<file path="config.mk">
export PLATFORM = sky130hd
export DESIGN_NAME = layer6_access_ctrl
export DESIGN_NICKNAME = d
export VERILOG_FILES = /design/src/rtl/layer6_ctrl_pkg.sv /design/src/rtl/layer6_rr_arb.sv /design/src/rtl/layer6_access_ctrl.sv
export SDC_FILE = /design/constraint.sdc
export NUM_CORES = 1
export LEC_CHECK = 0
export ABC_AREA = 1
export BUFFER_PORTS_ARGS = -buffer_cell sky130_fd_sc_hd__buf_2
export CORE_AREA = 2 2 316 318
export DETAILED_ROUTE_END_ITERATION = 16
export DIE_AREA = 0 0 318 320
export GPL_ROUTABILITY_DRIVEN = 0
export PLACE_DENSITY = 0.34
export SLEW_MARGIN = 20
export SYNTH_ARGS = -nofsm -noshare
export SYNTH_HDL_FRONTEND = slang
export SYNTH_SLANG_ARGS = --single-unit
export TNS_END_PERCENT = 10
</file>
<file path="constraint.sdc">
create_clock -name CK -period 4.3 [get_ports CK]
set_input_delay 0.215 -clock CK [delete_from_list [all_inputs] [get_ports CK]]
set_output_delay 0.215 -clock CK [all_outputs]
set_load 0.02 [all_outputs]
</file>
<file path="src/rtl/layer6_ctrl_pkg.sv">
// Shared constants and types for the layer6 SRAM access controller.
//   ADDR_W / DATA_W / DEPTH : default geometry of the 64x128 dual-port SRAM
//   state_t                 : controller FSM states
//   rd_sel_t                : read requester select (rd0 / rd1)
package layer6_ctrl_pkg;
  localparam int ADDR_W = 6;
  localparam int DATA_W = 128;
  localparam int DEPTH  = 64;

  typedef enum logic [1:0] {S_IDLE, S_RUN, S_CLR} state_t;
  typedef enum logic {RD0 = 1'b0, RD1 = 1'b1} rd_sel_t;
endpackage

</file>
<file path="src/rtl/layer6_rr_arb.sv">
// Two-way round-robin arbiter for the layer6 read requesters.
//   CK, RST_N : clock, async active-low reset
//   req[1:0]  : eligible requesters (bit 0 = rd0, bit 1 = rd1)
//   gnt[1:0]  : one-hot grant, or zero when nobody is eligible
// A lone requester always wins; on contention the pointer picks, and the
// pointer moves to the other requester after every grant.
module layer6_rr_arb
  import layer6_ctrl_pkg::*;
(
  input  logic       CK,
  input  logic       RST_N,
  input  logic [1:0] req,
  output logic [1:0] gnt
);

  rd_sel_t ptr_q;

  always_comb begin
    gnt = req;
    if (&req) gnt = (ptr_q == RD0) ? 2'b01 : 2'b10;
  end

  always_ff @(posedge CK or negedge RST_N) begin
    if (!RST_N)    ptr_q <= RD0;
    else if (|gnt) ptr_q <= gnt[0] ? RD1 : RD0;
  end

endmodule

</file>
<file path="src/rtl/layer6_access_ctrl.sv">
// Access sequencer for the layer6 dual-port SRAM.
// Port A carries writes from the layer-6 conv output, port B serves two read
// requesters (rd0: next-layer fetch, rd1: readback/debug). A per-entry
// written-flag scoreboard holds back reads of entries not yet written this
// frame, and same-address write/read pairs are resolved here so the SRAM
// never sees A==B with a write on A and a read on B in the same cycle.
// Ports:
//   CK, RST_N                  clock, async active-low reset
//   clr / busy                 start new frame / high during the clear cycle
//   wr_valid/ready/addr/data   write request handshake
//   rdN_req/addr/gnt           read request (held until granted) and grant
//   rdN_rvalid/data            read data, one cycle after the grant
//   wr_count / frame_full      distinct entries written this frame
//   sram_*                     SRAM wrapper interface
// Build option: LAYER6_RAW_BYPASS_EN grants a read that collides with a
// same-cycle accepted write and returns the write data from a register.
// DEPTH must equal 2**ADDR_W.
module layer6_access_ctrl
  import layer6_ctrl_pkg::*;
#(
  parameter int ADDR_W = layer6_ctrl_pkg::ADDR_W,
  parameter int DATA_W = layer6_ctrl_pkg::DATA_W,
  parameter int DEPTH  = layer6_ctrl_pkg::DEPTH
) (
  input  logic              CK,
  input  logic              RST_N,
  input  logic              clr,
  output logic              busy,
  input  logic              wr_valid,
  output logic              wr_ready,
  input  logic [ADDR_W-1:0] wr_addr,
  input  logic [DATA_W-1:0] wr_data,
  input  logic              rd0_req,
  input  logic [ADDR_W-1:0] rd0_addr,
  output logic              rd0_gnt,
  output logic              rd0_rvalid,
  output logic [DATA_W-1:0] rd0_data,
  input  logic              rd1_req,
  input  logic [ADDR_W-1:0] rd1_addr,
  output logic              rd1_gnt,
  output logic              rd1_rvalid,
  output logic [DATA_W-1:0] rd1_data,
  output logic [ADDR_W:0]   wr_count,
  output logic              frame_full,
  output logic [ADDR_W-1:0] sram_A,
  output logic [ADDR_W-1:0] sram_B,
  output logic              sram_WEAN,
  output logic              sram_WEBN,
  output logic              sram_OEA,
  output logic              sram_OEB,
  output logic [DATA_W-1:0] sram_DIA,
  output logic [DATA_W-1:0] sram_DIB,
  input  logic [DATA_W-1:0] sram_DOB
);

  localparam logic [ADDR_W:0] CNT_FULL = (ADDR_W+1)'(DEPTH);

  state_t state_q, state_d;
  logic   run;

  logic [DEPTH-1:0]  sb_q;
  logic [ADDR_W:0]   cnt_q;
  logic [ADDR_W-1:0] a_q, b_q;
  logic [DATA_W-1:0] dia_q;
  logic [1:0]        rv_q;
  logic              wr_fire;

  logic [1:0][ADDR_W-1:0] rd_addr;
  logic [1:0][DATA_W-1:0] rd_data;
  logic [1:0]             rd_req, hit, elig, gnt;
  rd_sel_t                gsel;

  // ---------------- FSM ----------------
  always_ff @(posedge CK or negedge RST_N) begin
    if (!RST_N) state_q <= S_IDLE;
    else        state_q <= state_d;
  end

  always_comb begin
    state_d = state_q;
    case (state_q)
      S_IDLE:  state_d = S_RUN;
      S_RUN:   if (clr) state_d = S_CLR;
      S_CLR:   state_d = S_RUN;   // clr seen here is ignored
      default: state_d = S_IDLE;
    endcase
  end

  always_comb begin
    run  = 1'b0;
    busy = 1'b0;
    case (state_q)
      S_RUN:   run  = 1'b1;
      S_CLR:   busy = 1'b1;
      default: ;
    endcase
  end

  // ---------------- write port (A) ----------------
  assign wr_ready  = run;
  assign wr_fire   = wr_valid & run;
  assign sram_WEAN = ~wr_fire;
  assign sram_OEA  = 1'b0;
  // Idle port keeps its last address/data so the SRAM pins stay quiet.
  assign sram_A    = wr_fire ? wr_addr : a_q;
  assign sram_DIA  = wr_fire ? wr_data : dia_q;

  // ---------------- read requesters ----------------
  assign rd_addr = {rd1_addr, rd0_addr};
  assign rd_req  = {rd1_req, rd0_req};

`ifdef LAYER6_RAW_BYPASS_EN
  // Forwarded write data for reads granted against a same-cycle write.
  logic [1:0]        byp_q;
  logic [DATA_W-1:0] wd_q;

  always_ff @(posedge CK or negedge RST_N) begin
    if (!RST_N) begin
      byp_q <= '0;
      wd_q  <= '0;
    end else begin
      byp_q <= gnt & hit;
      wd_q  <= wr_data;
    end
  end
`endif

  for (genvar n = 0; n < 2; n++) begin : g_rd
    assign hit[n] = wr_fire && (wr_addr == rd_addr[n]);
`ifdef LAYER6_RAW_BYPASS_EN
    assign elig[n]    = run && rd_req[n] && (sb_q[rd_addr[n]] || hit[n]);
    assign rd_data[n] = !rv_q[n] ? '0 : (byp_q[n] ? wd_q : sram_DOB);
`else
    // A same-address write this cycle pushes the read out by one cycle.
    assign elig[n]    = run && rd_req[n] && sb_q[rd_addr[n]] && !hit[n];
    assign rd_data[n] = rv_q[n] ? sram_DOB : '0;
`endif
  end

  layer6_rr_arb u_arb (
    .CK    (CK),
    .RST_N (RST_N),
    .req   (elig),
    .gnt   (gnt)
  );

  assign gsel = gnt[1] ? RD1 : RD0;

  // ---------------- read port (B) ----------------
  assign sram_B    = (|gnt) ? rd_addr[gsel] : b_q;
  assign sram_WEBN = 1'b1;
  assign sram_DIB  = '0;
`ifdef LAYER6_RAW_BYPASS_EN
  assign sram_OEB  = (|gnt) && !hit[gsel];
`else
  assign sram_OEB  = |gnt;
`endif

  assign rd0_gnt    = gnt[0];
  assign rd1_gnt    = gnt[1];
  assign rd0_rvalid = rv_q[0];
  assign rd1_rvalid = rv_q[1];
  assign rd0_data   = rd_data[0];
  assign rd1_data   = rd_data[1];

  assign wr_count   = cnt_q;
  assign frame_full = (cnt_q == CNT_FULL);

  // ---------------- datapath state ----------------
  always_ff @(posedge CK or negedge RST_N) begin
    if (!RST_N) begin
      sb_q  <= '0;
      cnt_q <= '0;
      a_q   <= '0;
      b_q   <= '0;
      dia_q <= '0;
      rv_q  <= '0;
    end else begin
      a_q   <= sram_A;
      b_q   <= sram_B;
      dia_q <= sram_DIA;
      rv_q  <= gnt;   // in-flight reads complete even across a clear
      if (state_q == S_CLR) begin
        sb_q  <= '0;
        cnt_q <= '0;
      end else if (wr_fire) begin
        sb_q[wr_addr] <= 1'b1;
        if (!sb_q[wr_addr] && (cnt_q != CNT_FULL)) cnt_q <= cnt_q + 1'b1;
      end
    end
  end

endmodule

</file>
After elaboration in Yosys (flattened, before gate mapping)
Index checks and enable logic that the tools add are counted.
- bits in registers: 216
- input bits: 280
- logic and storage cells: 72
- add/subtract/negate cells: 1
- $lt $le $gt $ge: 5
- equality and inequality tests: 7
- mux-type cells: 28
- bitwise operators: 3
- reductions and logical operators: 20
- operator list (cell ; count):
    $mux W128 ; 3
    $mux W64 ; 2
    $or A64 B64 Y64 ; 1
    $mux W6 ; 4
    $lt A6 B7 Y1 const B ; 3
    $mux W7 ; 3
    $bmux W1 S6 ; 3
    $eq A6 B6 Y1 ; 2
    $logic_and A1 B1 Y1 ; 10
    $mux W1 ; 8
    $add A7 B1 Y7 const B ; 1
    $eq A7 B7 Y1 const B ; 1
    $ne A7 B7 Y1 const B ; 1
    $demux W1 S6 ; 1
    $ge A6 B1 Y1 const B ; 1
    $mux W2 ; 3
    $pmux W2 S2 ; 1
    $reduce_and A2 Y1 ; 2
    $reduce_bool A2 Y1 ; 2
    $reduce_or A2 Y1 ; 2
    $logic_not A1 Y1 ; 3
    $eq A2 B1 Y1 const B ; 1
    $eq A2 B2 Y1 const B ; 1
    $logic_not A2 Y1 ; 1
    other kinds (4) ; 4

Depth between registers and ports, before layout
- word-level depth: 12
- gate-level depth with buffers: 16
- depth with buffers taken out: 15

Cells and area by module
A second synthesis with hierarchy kept.
- cell total of the unflattened synthesis: 2025
- area, all modules: 13376.6 um2
- modules (own cells, without submodules) (module ; times used ; cells an instance ; area an instance (um2) ; sequential area each (um2)):
    layer6_access_ctrl ; 1 ; 2014 ; 13312.8 ; 5380.2
    layer6_rr_arb ; 1 ; 11 ; 63.8 ; 25.0

Least setup slack after synthesis
OpenSTA, ideal clock, no wires.
- path type: flip-flop to output port
- start point: register state_q[1]
- end point: output sram_A[4]
- data arrival time: 1885 ps
- path slack: 2200 ps
- stages on the path, launching flop included: 6
- buffers on the path: 2
- cell sequence: dfrtp_1 -> nor2_1 -> nand2_1 -> clkbuf_1 -> clkbuf_1 -> o21ai_0
- word-level cells in the longest chain between the ends: 4
- ends and longest elaborated chain (element ; line ; source):
    start, declared ; layer6_access_ctrl.sv:58 ; state_t state_q, state_d;
    start signal, assigned ; layer6_access_ctrl.sv:76 ; else state_q <= state_d;
    $eq A2 B1 Y1 ; layer6_access_ctrl.sv:92 ; case (state_q)
    $mux W1 ; layer6_access_ctrl.sv:92 ;
    via wr_ready ; layer6_access_ctrl.sv:30 ; output logic wr_ready,
    $and A1 B1 Y1 ; layer6_access_ctrl.sv:101 ; assign wr_fire = wr_valid & run;
    $mux W6 ; layer6_access_ctrl.sv:105 ; assign sram_A = wr_fire ? wr_addr : a_q;
    end, declared ; layer6_access_ctrl.sv:45 ; output logic [ADDR_W-1:0] sram_A,
The timed path passes the listed nets, and every way through them passes these cells.

Worst setup path in the final report
- start point: register state_q[1]
- end point: output sram_DIA[93]
- word-level cells in the longest chain between the ends: 4
- ends and longest elaborated chain (element ; line ; source):
    $eq A2 B1 Y1 ; layer6_access_ctrl.sv:92 ;
    $mux W1 ; layer6_access_ctrl.sv:92 ;
    $and A1 B1 Y1 ; layer6_access_ctrl.sv:101 ;
    $mux W128 ; layer6_access_ctrl.sv:106 ; assign sram_DIA = wr_fire ? wr_data : dia_q;
    end, declared ; layer6_access_ctrl.sv:51 ; output logic [DATA_W-1:0] sram_DIA,
No other way between the ends.

==> summary.md <==
| Metric | Value |
|---|---|
| Status | `finished with violations` |
| Failing checks | `negative hold slack` |
| Cell family with most CP delay | `buffers and inverters` |
| GRT overflow | `0` |
| Post-synth top flop | `dfrtp_1` |
| FF+latch count, synth | `216` |
| Die area | `102000 µm²` |
| Die Y | `320 µm` |
| DRT Pass-1 Iters | `5` |
| Most used cell, CP | `nand2_1` |
| MaxCap Viol Count | `0` |
| Max incr delay on CP | `490 ps` |
| Worst path slowest cell | `inv_4` |
| Wire per inst | `19.1 µm` |
| Skew final | `66.3 ps` |
| Routed Antenna Nets | `0` |
| Worst hold slack | `-7.27 ps` |
| Setup TNS | `0 ps` |
| Ports | `822` |
| CTS H-tree depth | `1` |
| FF+latch area | `5410 µm²` |
| Vias | `15400` |
| Synthesis Warnings | `0` |
| FMAX | `0.296 GHz` |
| RSZ-0062 raised after global routing | `false` |
| Vias in the first global route | `15100` |
| Slew HR | `0.440` |
| Layout cells sized above 1 | `0.270` |
| Commonest non-fill, non-tap cell in the layout | `nand2_1` |
| Sink Count | `216` |
| Die width | `318 µm` |
| WL final | `80100 µm` |
| Crit end category | `output pin` |
| Post-synth cell types | `36` |
| CTS tree | `built` |
| Port Buffers | `691` |
| Register area share after synthesis | `0.400` |
| Fin nets | `3138` |
| Clk slew on worst S/H paths | `60 ps` |
| Setup Crit Path Kind | `reg2out` |
| Highest-count cells in the layout ignoring fill and taps | `nand2_1, buf_2, inv_1` |
| Startpoint Class | `register` |
| Post_cts resized | `0` |
| Initial antenna violation count | `74` |
| Worst-path maximum fanout | `45` |
| First-pass GRT wire length | `112000 µm` |
| Starting density of the core | `0.138` |
| Peak VDD IR | `0.000304 V` |
| Final period utilization | `0.786` |
| Data required, critical path | `4090 ps` |
| Drt drc | `0` |
| WP buf/inv | `3` |
| Post-synth EDFFs | `0` |
| Fill cells | `11500` |
| # rows | `115` |
| # setup viols final | `0` |
| Mapped Cells | `2087` |
| Ys async rst share | `1.00` |
| Minimum clock period | `3380 ps` |
| HP Class | `in2reg` |
| Area Growth Syn to Fin | `49.3%` |
| Clock latency at the later pin of the worst-skew pair | `620 ps` |
| 1st-iter DRT viols | `985` |
| Via density | `3.68` |
| Endpoints failing hold | `1` |
| Largest net degree at the start of global routing | `132` |
| Total core area | `98000 µm²` |
| HPWL after DPL | `64800 µm` |
| Leak | `12.7 nW` |
| Clock Path Buffers | `3` |
| Root Buffer | `clkbuf_16` |
| Fin. max-slew vios | `0` |
| Final Power | `8.11 mW` |
| Syn Area/Cell | `6.48 µm²` |
| Crit path cell chain | `nor2_1, nand2_4, inv_4, buf_4, nand2_1, nand2_1, buf_2` |
| Mapped cell area | `13500 µm²` |
| Number of CTS-inserted buffers | `30` |
| All-Layer GR Usage | `0.151` |
| Worst Tran Pin Value | `841 ps` |
| Area taken by multi-input logic gates | `5890 µm²` |
| Util after Layout | `0.206` |
| Power Density | `402 nW/µm²` |
| Worst EP arrival | `3170 ps` |
[cells in the mapped netlist, drive strengths merged (3+ instances only)]
cell type	n	area, µm²
a21oi	20	111
dfrtp	216	5410
nand3	133	678
nor2	53	219
o21ai	60	300
clkinv	3	11.3
xor2	7	61.3
nand4	3	18.8
o22ai	30	188
clkbuf	69	259
inv	335	1260
buf	162	1180
nor3	16	80.1
nand2	964	3630
[worst min-delay path, cell delays in order]
cell and delay (ps):
buf_2 70, nand2_1 120, nand2_1 110
[per-layer routing]
layer,global-route usage,part of all wire,vias up
li1,-,-,7513
met1,0.173,0.40,6943
met2,0.271,0.48,768
met3,0.0379,0.072,183
met4,0.0510,0.051,8
met5,0,0.00067,-
[cell type report]
cell class              instances  area share
multi-input cells            1430       0.292
flip-flops and latches        216       0.268
repair buffers                840       0.245
well taps                    1287      0.0798
inverters                     338      0.0631
clock buffers                  47      0.0453
clock inverters                 6     0.00329
diodes                         25     0.00310
[report_power, final]
group / switching (mW) / internal [mW]
registers: 0.251 / 2.48
clock network: 1.03 / 1.45
logic: 2.01 / 0.880
total: 3.30 / 4.81
[state kept, by name (all words and copies together), names as in the netlist]
register	count
a_q	6
b_q	6
dia_q	128
rv_q	2
sb_q	64
state_q	2
u_arb.ptr_q	1
wr_count	7
[cell families after synthesis]
| logic type | synth area share |
|---|---|
| and+or+nand+nor | 0.345 |
| buffers and inverters | 0.201 |
| DFF | 0.400 |
| AOI/OAI and AO/OA | 0.0475 |
| xor gates and xnor gates | 0.00454 |
| adders and majority gates | 0.00185 |
| other | 0.000556 |
[worst paths after layout]
kind	from	cells after the start	to	slack, ps
max in group asynchronous	RST_N	3	a_q[1]	3120
max reg2reg	state_q[1]	10	wr_count[6]	1720
min in group asynchronous	RST_N	2	dia_q[55]	110
min	wr_data[99]	3	dia_q[99]	-7
min reg2reg	dia_q[56]	2	dia_q[56]	470
max	state_q[1]	7	sram_DIA[93]	920
[through the flow]
| stage | std cells | instance area (µm²) | setup WS [ps] |
|---|---|---|---|
| 4_1_cts | 4164 | 20100 | 750 |
| 6_report | 4189 | 20200 | 919 |
| 3_5_place_dp | 3980 | 17800 | 1380 |
| 3_3_place_gp | 3980 | 17800 | 1390 |
| 5_1_grt | 4172 | 20100 | 648 |
| 2_1_floorplan | 2215 | 14000 | 2200 |
[what timing repair did]
item | CTS | global route
buffers inserted | 0 | 0
hold buffers | 131 | 0
hold endpoints to repair | 193 | 0
(Power assumes the default switching activity.)
